--- config.mk ---
export PLATFORM = sky130hd
export DESIGN_NAME = sbox_pipe_array
export DESIGN_NICKNAME = d
export VERILOG_FILES = /design/src/rtl/sbox_pipe_array.sv
export SDC_FILE = /design/constraint.sdc
export NUM_CORES = 2
export LEC_CHECK = 0
export CORE_UTILIZATION = 30
export CTS_CLUSTER_SIZE = 25
export DETAILED_ROUTE_END_ITERATION = 8
export PLACE_DENSITY_LB_ADDON = 0.08
export SLEW_MARGIN = 0
export SYNTH_ARGS = -nofsm -noshare
export SYNTH_HDL_FRONTEND = slang
export SYNTH_SLANG_ARGS = --single-unit
--- constraint.sdc ---
create_clock -name clk_in -period 7.2 [get_ports clk_in]
set_input_delay 1.08 -clock clk_in [delete_from_list [all_inputs] [get_ports clk_in]]
set_output_delay 1.08 -clock clk_in [all_outputs]
set_load 0.02 [all_outputs]
--- src/rtl/sbox_pipe_array.sv ---
// sbox_pipe_array
//   Pipelined array of AES S-box lanes. Each transaction carries NUM_LANES
//   bytes and a mode bit. Mode 0 gives forward SubBytes and mode 1 gives
//   InvSubBytes. The byte datapath uses the composite field GF((2^4)^2):
//   an isomorphic map, then inversion, then the inverse map, with the affine
//   transform applied on the appropriate side for the selected mode.
//   The pipeline has PIPE_STAGES slots. All slots shift together when the last
//   slot is empty or downstream accepts, and all slots hold otherwise.
//
// Ports
//   clk_in     system clock, rising edge
//   rst_n_in   asynchronous active-low reset
//   in_valid   input transaction valid
//   in_ready   pipeline accepts input this cycle (combinational)
//   in_inv     0 = forward S-box, 1 = inverse S-box
//   in_data    lane k = in_data[8k+7:8k]
//   out_valid  output transaction valid
//   out_ready  downstream accepts output
//   out_data   lane k = S(byte k) or S^-1(byte k)
//   out_inv    mode tag of the transaction on out_data
module sbox_pipe_array #(
  parameter int NUM_LANES   = 16,
  parameter int PIPE_STAGES = 3
) (
  input  logic                   clk_in,
  input  logic                   rst_n_in,
  input  logic                   in_valid,
  output logic                   in_ready,
  input  logic                   in_inv,
  input  logic [8*NUM_LANES-1:0] in_data,
  output logic                   out_valid,
  input  logic                   out_ready,
  output logic [8*NUM_LANES-1:0] out_data,
  output logic                   out_inv
);

  if (NUM_LANES < 1 || NUM_LANES > 16) begin : g_bad_lanes
    $error("sbox_pipe_array: NUM_LANES=%0d outside 1..16", NUM_LANES);
  end
  if (PIPE_STAGES < 1 || PIPE_STAGES > 4) begin : g_bad_stages
    $error("sbox_pipe_array: PIPE_STAGES=%0d outside 1..4", PIPE_STAGES);
  end

  // Each lane occupies 12 bits inside a slot. The widest intermediate value is
  // {d^-1, ah, al}, which is held after the GF(2^4) inversion cut.
  localparam int LW = 12 * NUM_LANES;

  // GF(2^4) arithmetic, modulo x^4 + x + 1
  function automatic logic [3:0] gf16_mul(input logic [3:0] a, input logic [3:0] b);
    logic [3:0] p;
    logic [3:0] t;
    p = 4'h0;
    t = a;
    for (int i = 0; i < 4; i++) begin
      if (b[i]) p = p ^ t;
      t = {t[2:0], 1'b0} ^ (t[3] ? 4'b0011 : 4'b0000);
    end
    return p;
  endfunction

  // a^14 = a^-1. This also maps 0 to 0.
  function automatic logic [3:0] gf16_inv(input logic [3:0] a);
    logic [3:0] a2, a4, a8;
    a2 = gf16_mul(a, a);
    a4 = gf16_mul(a2, a2);
    a8 = gf16_mul(a4, a4);
    return gf16_mul(gf16_mul(a2, a4), a8);
  endfunction

  // Returns the first lambda for which y^2 + y + lambda has no root in
  // GF(2^4). That makes y^2 + y + lambda irreducible, so it can serve as the
  // extension polynomial.
  function automatic logic [3:0] find_lambda();
    logic [3:0] lam;
    logic       found;
    logic       root;
    lam   = 4'h0;
    found = 1'b0;
    for (int l = 1; l < 16; l++) begin
      root = 1'b0;
      for (int z = 0; z < 16; z++) begin
        if ((gf16_mul(z[3:0], z[3:0]) ^ z[3:0]) == l[3:0]) root = 1'b1;
      end
      if (!root && !found) begin
        lam   = l[3:0];
        found = 1'b1;
      end
    end
    return lam;
  endfunction

  // Composite-field multiply. An element is {ah, al}, meaning ah*y + al,
  // with y^2 = y + lambda.
  function automatic logic [7:0] comp_mul(input logic [7:0] a, input logic [7:0] b,
                                          input logic [3:0] lam);
    logic [3:0] hh;
    hh = gf16_mul(a[7:4], b[7:4]);
    return {hh ^ gf16_mul(a[7:4], b[3:0]) ^ gf16_mul(a[3:0], b[7:4]),
            gf16_mul(hh, lam) ^ gf16_mul(a[3:0], b[3:0])};
  endfunction

  // Finds a composite-field root beta of the AES polynomial
  // x^8 + x^4 + x^3 + x + 1.
  function automatic logic [7:0] find_beta(input logic [3:0] lam);
    logic [7:0] beta, p1, p2, p3, p4, p8;
    logic       found;
    beta  = 8'h00;
    found = 1'b0;
    for (int c = 1; c < 256; c++) begin
      p1 = c[7:0];
      p2 = comp_mul(p1, p1, lam);
      p3 = comp_mul(p2, p1, lam);
      p4 = comp_mul(p2, p2, lam);
      p8 = comp_mul(p4, p4, lam);
      if (((p8 ^ p4 ^ p3 ^ p1 ^ 8'h01) == 8'h00) && !found) begin
        beta  = p1;
        found = 1'b1;
      end
    end
    return beta;
  endfunction

  // Applies an 8x8 GF(2) matrix. Column i is held in m[8i+7:8i].
  function automatic logic [7:0] apply_mat(input logic [63:0] m, input logic [7:0] x);
    logic [7:0] r;
    r = 8'h00;
    for (int i = 0; i < 8; i++) begin
      if (x[i]) r = r ^ m[8*i +: 8];
    end
    return r;
  endfunction

  // Isomorphism from GF(2^8) to the composite field. Column i is beta^i.
  function automatic logic [63:0] iso_cols(input logic [3:0] lam);
    logic [63:0] m;
    logic [7:0]  beta, pw;
    beta = find_beta(lam);
    pw   = 8'h01;
    m    = 64'h0;
    for (int i = 0; i < 8; i++) begin
      m[8*i +: 8] = pw;
      pw = comp_mul(pw, beta, lam);
    end
    return m;
  endfunction

  // Inverse map. Column j is the GF(2^8) byte whose image is unit vector j.
  function automatic logic [63:0] inv_cols(input logic [63:0] m);
    logic [63:0] r;
    logic [7:0]  v, unit;
    r = 64'h0;
    for (int a = 0; a < 256; a++) begin
      v = apply_mat(m, a[7:0]);
      for (int j = 0; j < 8; j++) begin
        unit = 8'h01 << j;
        if (v == unit) r[8*j +: 8] = a[7:0];
      end
    end
    return r;
  endfunction

  localparam logic [3:0]  LAMBDA    = find_lambda();
  localparam logic [63:0] ISO_M     = iso_cols(LAMBDA);
  localparam logic [63:0] INV_ISO_M = inv_cols(ISO_M);

  function automatic logic [7:0] affine_fwd(input logic [7:0] x);
    return x ^ {x[6:0], x[7]} ^ {x[5:0], x[7:6]} ^ {x[4:0], x[7:5]} ^ {x[3:0], x[7:4]}
           ^ 8'h63;
  endfunction

  function automatic logic [7:0] affine_inv(input logic [7:0] x);
    return {x[6:0], x[7]} ^ {x[4:0], x[7:5]} ^ {x[1:0], x[7:2]} ^ 8'h05;
  endfunction

  // Segment A: inverse affine (inverse mode only), then the isomorphic map.
  function automatic logic [7:0] seg_a(input logic [7:0] x, input logic inv);
    return apply_mat(ISO_M, inv ? affine_inv(x) : x);
  endfunction

  // Segment B: computes the norm d, then d^-1 in GF(2^4).
  function automatic logic [11:0] seg_b(input logic [7:0] c);
    logic [3:0] d;
    d = gf16_mul(gf16_mul(c[7:4], c[7:4]), LAMBDA) ^ gf16_mul(c[7:4], c[3:0])
        ^ gf16_mul(c[3:0], c[3:0]);
    return {gf16_inv(d), c};
  endfunction

  // Segment C: forms the inverse as d^-1 * (ah*y + ah + al), then applies the
  // inverse map back to GF(2^8).
  function automatic logic [7:0] seg_c(input logic [11:0] v);
    return apply_mat(INV_ISO_M, {gf16_mul(v[11:8], v[7:4]),
                                 gf16_mul(v[11:8], v[7:4] ^ v[3:0])});
  endfunction

  // Segment D: forward affine (forward mode only).
  function automatic logic [7:0] seg_d(input logic [7:0] x, input logic inv);
    return inv ? x : affine_fwd(x);
  endfunction

  // Datapath formats: 0 raw byte, 1 after iso_map, 2 after GF(2^4) inversion,
  // 3 after inv_iso_map, 4 final result. Slot s holds format cut_fmt(s), and
  // the last slot always holds the final result.
  function automatic int cut_fmt(input int s);
    return (s == PIPE_STAGES - 1) ? 4 : s + 1;
  endfunction

  function automatic logic [11:0] lane_step(input int in_fmt, input int out_fmt,
                                            input logic [11:0] x, input logic inv);
    logic [11:0] v;
    v = x;
    if (in_fmt < 1 && out_fmt >= 1) v = {4'h0, seg_a(v[7:0], inv)};
    if (in_fmt < 2 && out_fmt >= 2) v = seg_b(v[7:0]);
    if (in_fmt < 3 && out_fmt >= 3) v = {4'h0, seg_c(v)};
    if (in_fmt < 4 && out_fmt >= 4) v = {4'h0, seg_d(v[7:0], inv)};
    return v;
  endfunction

  logic          r_v   [PIPE_STAGES];
  logic          r_inv [PIPE_STAGES];
  logic [LW-1:0] r_d   [PIPE_STAGES];
  logic [LW-1:0] w_nxt [PIPE_STAGES];
  logic          w_advance;

  assign w_advance = out_ready || !r_v[PIPE_STAGES-1];
  assign in_ready  = w_advance;
  assign out_valid = r_v[PIPE_STAGES-1];
  assign out_inv   = r_inv[PIPE_STAGES-1];

  always_comb begin
    out_data = '0;
    for (int k = 0; k < NUM_LANES; k++) begin
      out_data[8*k +: 8] = r_d[PIPE_STAGES-1][12*k +: 8];
    end
  end

  always_comb begin
    logic [11:0] src;
    logic        src_inv;
    int          ps;
    src     = 12'h0;
    src_inv = 1'b0;
    ps      = 0;
    for (int s = 0; s < PIPE_STAGES; s++) begin
      w_nxt[s] = '0;
      ps = (s == 0) ? 0 : s - 1;
      for (int k = 0; k < NUM_LANES; k++) begin
        if (s == 0) begin
          src     = {4'h0, in_data[8*k +: 8]};
          src_inv = in_inv;
          w_nxt[s][12*k +: 12] = lane_step(0, cut_fmt(0), src, src_inv);
        end else begin
          src     = r_d[ps][12*k +: 12];
          src_inv = r_inv[ps];
          w_nxt[s][12*k +: 12] = lane_step(cut_fmt(ps), cut_fmt(s), src, src_inv);
        end
      end
    end
  end

  // Bubbles load zeros, so out_data and out_inv read 0 whenever out_valid is 0.
  always_ff @(posedge clk_in or negedge rst_n_in) begin
    if (!rst_n_in) begin
      for (int s = 0; s < PIPE_STAGES; s++) begin
        r_v[s]   <= 1'b0;
        r_inv[s] <= 1'b0;
        r_d[s]   <= '0;
      end
    end else if (w_advance) begin
      r_v[0]   <= in_valid;
      r_inv[0] <= in_valid && in_inv;
      r_d[0]   <= in_valid ? w_nxt[0] : '0;
      for (int s = 1; s < PIPE_STAGES; s++) begin
        r_v[s]   <= r_v[s-1];
        r_inv[s] <= r_v[s-1] && r_inv[s-1];
        r_d[s]   <= r_v[s-1] ? w_nxt[s] : '0;
      end
    end
  end

endmodule
### Word level (Yosys, flattened, before mapping)

Cells that the tools add are included.

* bits in registers: 574
* bits in latches: 0
* bits in writable memories: 0
* memory bits (read-only): 0
* input port bits: 133
* output and inout port bits: 131
* logic and storage cells: 2593
* memories kept: 0

* add/subtract/negate cells: 0
* multiply operators: 0
* div/mod/pow operators: 0
* $lt $le $gt $ge: 0
* equal/unequal tests: 0
* shift operators: 0
* multiplexer cells: 1315
* bitwise operators: 1264
* reductions and logical operators: 5

Operators with widths (number)
* $mux 4: 640
* $xor 4x4->4: 528
* $xor 4x2->4: 384
* $mux 8: 128
* $mux 2: 400
* $xor 8x8->8: 96
* $mux 7: 64
* $mux 188: 2
* $mux 6: 48
* $not 3->3: 80
* $mux 192: 1
* $not 4->4: 48
* $not 6->6: 16
* $not 4->5: 16
* $not 5->5: 16
* $not 2->2: 32
* $not 4->4 const A: 16
* $mux 1: 32
* $not 1->1: 16
* $not 1->1 const A: 16
* $logic_and 1x1->1: 3
* $logic_not 1->1: 1
* $logic_or 1x1->1: 1

### Depth between registers and ports, before layout

* depth in word-level cells: 48
* depth in mapped cells: 26
* mapped depth without buffers: 24

### Worst setup path after synthesis

No wires, ideal clock.

* path kind: reg2reg
* from: reg r_d[508] in the netlist's numbering
* to: reg r_d[322] in the netlist's numbering
* setup time: 0.141 ns
* arrival time: 5.777 ns
* data required time: 7.059 ns
* setup slack: 1.282 ns
* cell stages (with the launch flop): 23
* path buffers: 3
* clock period less this slack: 5.918 ns
* path through: dfrtp_1 > ha_1 > xor3_1 > mux2i_1 > xnor3_1 > xnor2_1 > buf_2 > buf_1 > ha_1 > clkbuf_1 > inv_1 > mux2i_1 > xor2_1 > ha_1 > xor2_1 > mux2_2 > and3_1 > xnor2_1 > mux2i_1 > xnor2_1 > o221ai_1 > xor2_1 > o22ai_1

* word-level cells in the longest chain between the ends: 44
* elaborated cells on any way between the ends: 84
* those cells by class: mux (43); bitwise (41)

RTL lines
* from (decl): RTL line 220 `logic [LW-1:0] r_d [PIPE_STAGES];`
* from (signal, indexed assignment): RTL line 275 `r_d[s] <= r_v[s-1] ? w_nxt[s] : '0;`
* $mux 4: RTL line 55 `if (b[i]) p = p ^ t;`
* $xor 4x4->4: RTL line 55
* $mux 4: RTL line 55
* $xor 4x4->4: RTL line 55
* $mux 4: RTL line 55
* $xor 4x4->4: RTL line 55
* $mux 4: RTL line 55
* $mux 2: RTL line 56 `t = {t[2:0], 1'b0} ^ (t[3] ? 4'b0011 : 4'b0000);`
* [... 27 more ...]
* $mux 4 (2 in a row): RTL line 55
* $xor 4x4->4: RTL line 55
* $mux 4: RTL line 55
* $xor 4x4->4: RTL line 55
* $mux 4: RTL line 55
* $xor 4x4->4: RTL line 55
* $mux 4 (*): RTL line 55
* $mux 192 (*): RTL line 275

Every way passes the cells marked *; elsewhere a longest branch is shown, timed or not.
A chain may end at the register's enable or synchronous reset.

### Final worst setup path

* from: reg r_d[427] in the netlist's numbering
* to: reg r_d[238] in the netlist's numbering

* word-level cells in the longest chain between the ends: 44
* elaborated cells on any way between the ends: 85
* those cells by class: mux (44); bitwise (41)

RTL lines (RTL line)
* $mux 2 or $mux 4 (tied branches): 56, 55
* $xor 4x2->4 or $xor 4x4->4 (tied branches): 56, 55
* $xor 4x4->4 or $mux 4 (tied branches): 55
* $mux 4 or $xor 4x4->4 (tied branches): 55
* $xor 4x4->4 or $mux 4 (tied branches): 55
* $mux 4 or $xor 4x4->4 (tied branches): 55
* $xor 4x4->4 or $mux 4 (tied branches): 55
* $mux 4 or $mux 2 (tied branches): 55, 56
* [... 28 more ...]
* $mux 4, or another cell as far along: 55
* $xor 4x4->4 or $xor 4x2->4 (tied branches): 55, 56
* $mux 4 or $xor 4x2->4 (tied branches): 55, 56
* $xor 4x4->4: 55
* $mux 4: 55
* $xor 4x4->4: 55
* $mux 4 (*): 55
* $mux 192 (*): 275

Marked as above.

==> results <==
- The number of gates resized after CTS was 0.
- The kind of critical path is reg2reg.
- The CTS tree is built.
- Among all stages on the critical path, the largest delay is contributed by sky130_fd_sc_hd__xnor3_2.
- The count of buffers added on input and output ports is 263.
- The peak fanout along the critical path is 16.
- Of the cells placed in the final design, the portion with a size suffix greater than 1 is 4.76%.
- The number of instances in the synthesized netlist is 7587.
- The number of hold violations in the final report is 0.
- The maximum operating frequency is 157 MHz.
- The iteration-0 DRC count of the detailed router is 2434.
- The number of setup buffers added after CTS is 0.
- The number of hold buffers added after cts is 0.
- The met3 track utilization from global routing is 1.68%.
- The required time at the worst-slack endpoint is 7740 ps.
- The full die area is 0.198 mm².
- At the worst endpoint, the arrival time is 6920 ps.
- The net count of the finished layout is 7641.
- The wire length of the first global-routing pass is 273000 µm.
- The number of synthesized register bits is 454.
- At the pin with the least slew margin, the transition time is 1110 ps.
- The cell sitting at the root of the clock tree is a sky130_fd_sc_hd__clkbuf_16.
- The H-tree depth is 3.
- The number of pins with negative max-slew slack in the final report is 0.
- The headroom to the max-slew limit is 26.2%.
- For this run, global-route usage on met2 was measured as 28.9%.
- The top cell family by delay on the critical path is XOR/XNOR gates.
- Counting every sink on the clock net gives 454.
- After synthesis, the share of flip-flops with an asynchronous set or reset is 100%.
- After detailed routing, the number of vias per cell comes to 4.86.
- The HPWL reported at the end of detailed placement is 121000 µm.
- The antenna cell count is 0.
- Setup violations remaining at the end of the flow were counted as 0.
- The number of buffers and inverters on the critical path is 4.
- Across the run, the number of max-cap violations was 0.
- Summing the sequential cell areas from Yosys gives 19.3% of the chip area.
- The via count of the routed design is 48692.
- The mapped netlist covers 0.0589 mm².
- The most used routing layer is met2.
- Walking the worst path, the cells encountered are inv_1, ha_1, and2b_1, xnor2_1, xnor2_1, xnor3_2, inv_2, ha_1, clkinv_1, mux2i_1, xnor2_1, inv_1, ha_1, xnor3_1, mux2i_1, a21oi_1, xor2_1, nor2b_1, a2111o_1, a21boi_1, a221oi_2, xor2_1, o22ai_1.
- The average instance in the mapped netlist occupies 7.76 µm².
- The insertion delay of the later-clocked pin in the worst-skew pair is 700 ps.
- Measured along the y axis, the die boundary spans 445 µm.
- In this run, CTS created clock tree buffers numbering 71.
- The layout overhead on the synthesized area is 10.3%.
- For this design the top-level I/O count stands at 264.
- After clock tree synthesis, the clock-pin slew on the worst setup and hold paths is 60 ps.
- After routing, the total negative slack on setup checks comes to 0 ps.
- The endpoint class of the critical path is a flop.
- The initial antenna violation count is 4.
- The number of nets produced by synthesis is 7892.
- The maximum number of pins on one net before global-route repair is 165.
- The final antenna-violating net count is 0.
- In the global route stage, met1 resource usage came out at 22.3%.
- The worst path meets setup with 816 ps of slack.
- The area of the core region is 0.195 mm².
- The number of global-route vias before repair is 48142.
- After global routing the overflow that remains totals 0.
- The fraction of the cycle the final worst path needs is 88.7%.
- For this run, the leading register cell type out of synthesis is sky130_fd_sc_hd__dfrtp_1.
- On the worst path, the slowest cell contributes a delay of 590 ps.
- From left edge to right edge, the die measures 445 µm.
- The run finished with clean final reports.
- The initialized floorplan defines 162 standard-cell rows.
- The weighted congestion reported at the end of routability-driven placement is 0.779.
- Timing analysis after detailed placement gives a worst setup slack of 854 ps.
- Counting I/O delays and the setup requirement, the final critical path takes 6380 ps.
- The class of the most critical hold timing path is in2async.
- The count of warnings emitted by yosys is 0.
- Once the floorplan was initialized, standard cells occupied 30.2% of the core.
- The routed wire length per instance is 16.9 µm.
- Wires add up to 169000 µm.
- In the global route stage, overall resource usage came out at 16.8%.
- Counting flops with a built-in enable in the synthesized netlist gives 0.
- The post-route clock skew is 30.7 ps.
- The startpoint class of the critical path is a flop.
- Counting distinct cell types in the post-synthesis netlist gives 107.
- The clock passes through at most 3 buffers.
- The number of iterations in the first detailed-routing pass is 5.
- The final design utilization is 33.3%.
- Setup repair after global routing left no endpoint under its margin.
- The remaining design rule violation count is 0.
path summary, 6_finish.rpt:
path,depth (start not counted),slack [ps],startpoint,to
max in group asynchronous,2,5470,rst_n_in,out_data[74]
worst max-delay path,23,820,r_d[427],r_d[238]
worst min register to register,2,470,r_inv[2],r_inv[2]
min in group clk_in,2,470,r_inv[2],r_inv[2]
worst max register to register,23,820,r_d[427],r_d[238]
worst min-delay path,1,380,rst_n_in,r_d[207]
logic make-up after synthesis:
kind of cell    Yosys count  share of synthesized area, %
simple gates           2379                          17.5
flops                   454                          19.3
compound gates         1472                          15.7
mux                     211                          3.68
buf+inv                 816                          6.25
fa+ha+maj               175                          3.71
xor+xnor               2080                          33.9
registers in the layout, summed over array words and instances, names as in the netlist:
register,flops
out_data,128
out_inv,1
out_valid,1
r_d,320
r_inv,2
r_v,2
cell usage in the layout, fill, tap and decap left out, types with 55 or more instances in the layout:
cell	synthesis	layout
sky130_fd_sc_hd__nor2b_1	112	111
sky130_fd_sc_hd__a21oi_1	342	342
sky130_fd_sc_hd__nand3_1	185	185
sky130_fd_sc_hd__clkdlybuf4s50_1	0	261
sky130_fd_sc_hd__clkbuf_16	0	72
sky130_fd_sc_hd__o31ai_1	67	67
sky130_fd_sc_hd__nand2b_1	82	81
sky130_fd_sc_hd__xnor2_1	1412	1411
sky130_fd_sc_hd__nor2_1	412	411
sky130_fd_sc_hd__o22ai_1	101	101
sky130_fd_sc_hd__buf_4	136	79
sky130_fd_sc_hd__xor2_1	534	534
sky130_fd_sc_hd__dfrtp_1	454	452
sky130_fd_sc_hd__ha_1	172	172
sky130_fd_sc_hd__mux2i_1	180	180
sky130_fd_sc_hd__o211ai_1	63	63
sky130_fd_sc_hd__nor3_1	70	70
sky130_fd_sc_hd__inv_1	118	118
sky130_fd_sc_hd__a22oi_1	55	55
sky130_fd_sc_hd__o21ai_0	439	439
sky130_fd_sc_hd__nand2_1	1347	1343
sky130_fd_sc_hd__xnor3_1	78	78
synthesized netlist by cell type, types with 20 or more instances:
cell type / count / share of area, %
sky130_fd_sc_hd__dfrtp_1: 454 / 19
sky130_fd_sc_hd__nor3_1: 70 / 0.60
sky130_fd_sc_hd__o221ai_1: 25 / 0.37
sky130_fd_sc_hd__a22oi_1: 55 / 0.70
sky130_fd_sc_hd__ha_1: 172 / 3.7
sky130_fd_sc_hd__a211oi_1: 36 / 0.46
sky130_fd_sc_hd__or2_2: 21 / 0.22
sky130_fd_sc_hd__a31oi_1: 29 / 0.31
sky130_fd_sc_hd__o21ai_0: 439 / 3.7
sky130_fd_sc_hd__clkbuf_1: 423 / 2.7
sky130_fd_sc_hd__o211ai_1: 63 / 0.80
sky130_fd_sc_hd__xor2_1: 534 / 7.9
sky130_fd_sc_hd__xnor3_1: 78 / 3.0
sky130_fd_sc_hd__o22ai_1: 101 / 1.1
sky130_fd_sc_hd__and2_1: 20 / 0.21
sky130_fd_sc_hd__nand3_1: 185 / 1.6
sky130_fd_sc_hd__a21o_1: 28 / 0.36
sky130_fd_sc_hd__o21ai_1: 54 / 0.46
sky130_fd_sc_hd__o31ai_1: 67 / 0.85
sky130_fd_sc_hd__buf_2: 76 / 0.65
sky130_fd_sc_hd__mux2i_1: 180 / 3.1
sky130_fd_sc_hd__xnor2_1: 1412 / 21
sky130_fd_sc_hd__mux2_2: 28 / 0.54
sky130_fd_sc_hd__nor2b_1: 112 / 1.2
sky130_fd_sc_hd__xnor2_2: 26 / 0.72
sky130_fd_sc_hd__a211o_1: 20 / 0.30
sky130_fd_sc_hd__nand2_1: 1347 / 8.6
sky130_fd_sc_hd__inv_1: 118 / 0.75
sky130_fd_sc_hd__buf_4: 136 / 1.7
sky130_fd_sc_hd__nand2b_1: 82 / 0.87
sky130_fd_sc_hd__a21oi_1: 342 / 2.9
sky130_fd_sc_hd__and3_1: 34 / 0.36
sky130_fd_sc_hd__buf_1: 35 / 0.22
sky130_fd_sc_hd__nor2_1: 412 / 2.6
worst register-to-register path: cells and delay by family (launching register included):
| family | cells | cell delay, ps |
|---|---|---|
| fa+ha+maj | 3 | 1260 |
| buf+inv | 4 | 490 |
| xor+xnor | 7 | 2450 |
| compound gates | 5 | 900 |
| flops | 1 | 480 |
| simple gates | 2 | 340 |
| mux | 2 | 310 |
routing by layer:
| metal | part of all wire (%) | vias up |
|---|---|---|
| met1 | 47 | 23213 |
| met5 | 0 | - |
| li1 | - | 24798 |
| met3 | 2.5 | 152 |
| met2 | 48 | 529 |
| met4 | 2.4 | 0 |
through the flow:
step	instances	instance area, µm²	hold WS [ps]
after floorplan	7587	58900	440
after global placement	9887	62400	459
after detailed placement	9887	62400	461
after CTS	10016	64900	360
after global routing	10016	64900	420
final	10016	64900	381
layout make-up:
cell class	instances	area, µm²
clock buffer	103	2100
clock inverter	26	428
fill	20759	130000
inverter	145	556
multi-input combinational	6317	43900
sequential	454	11400
tap	2624	3280
timing repair buffer	347	3330
Power is left out: the tool's default activity adds up to more than one toggle a clock period on the data nets, which glitch-free logic cannot reach.
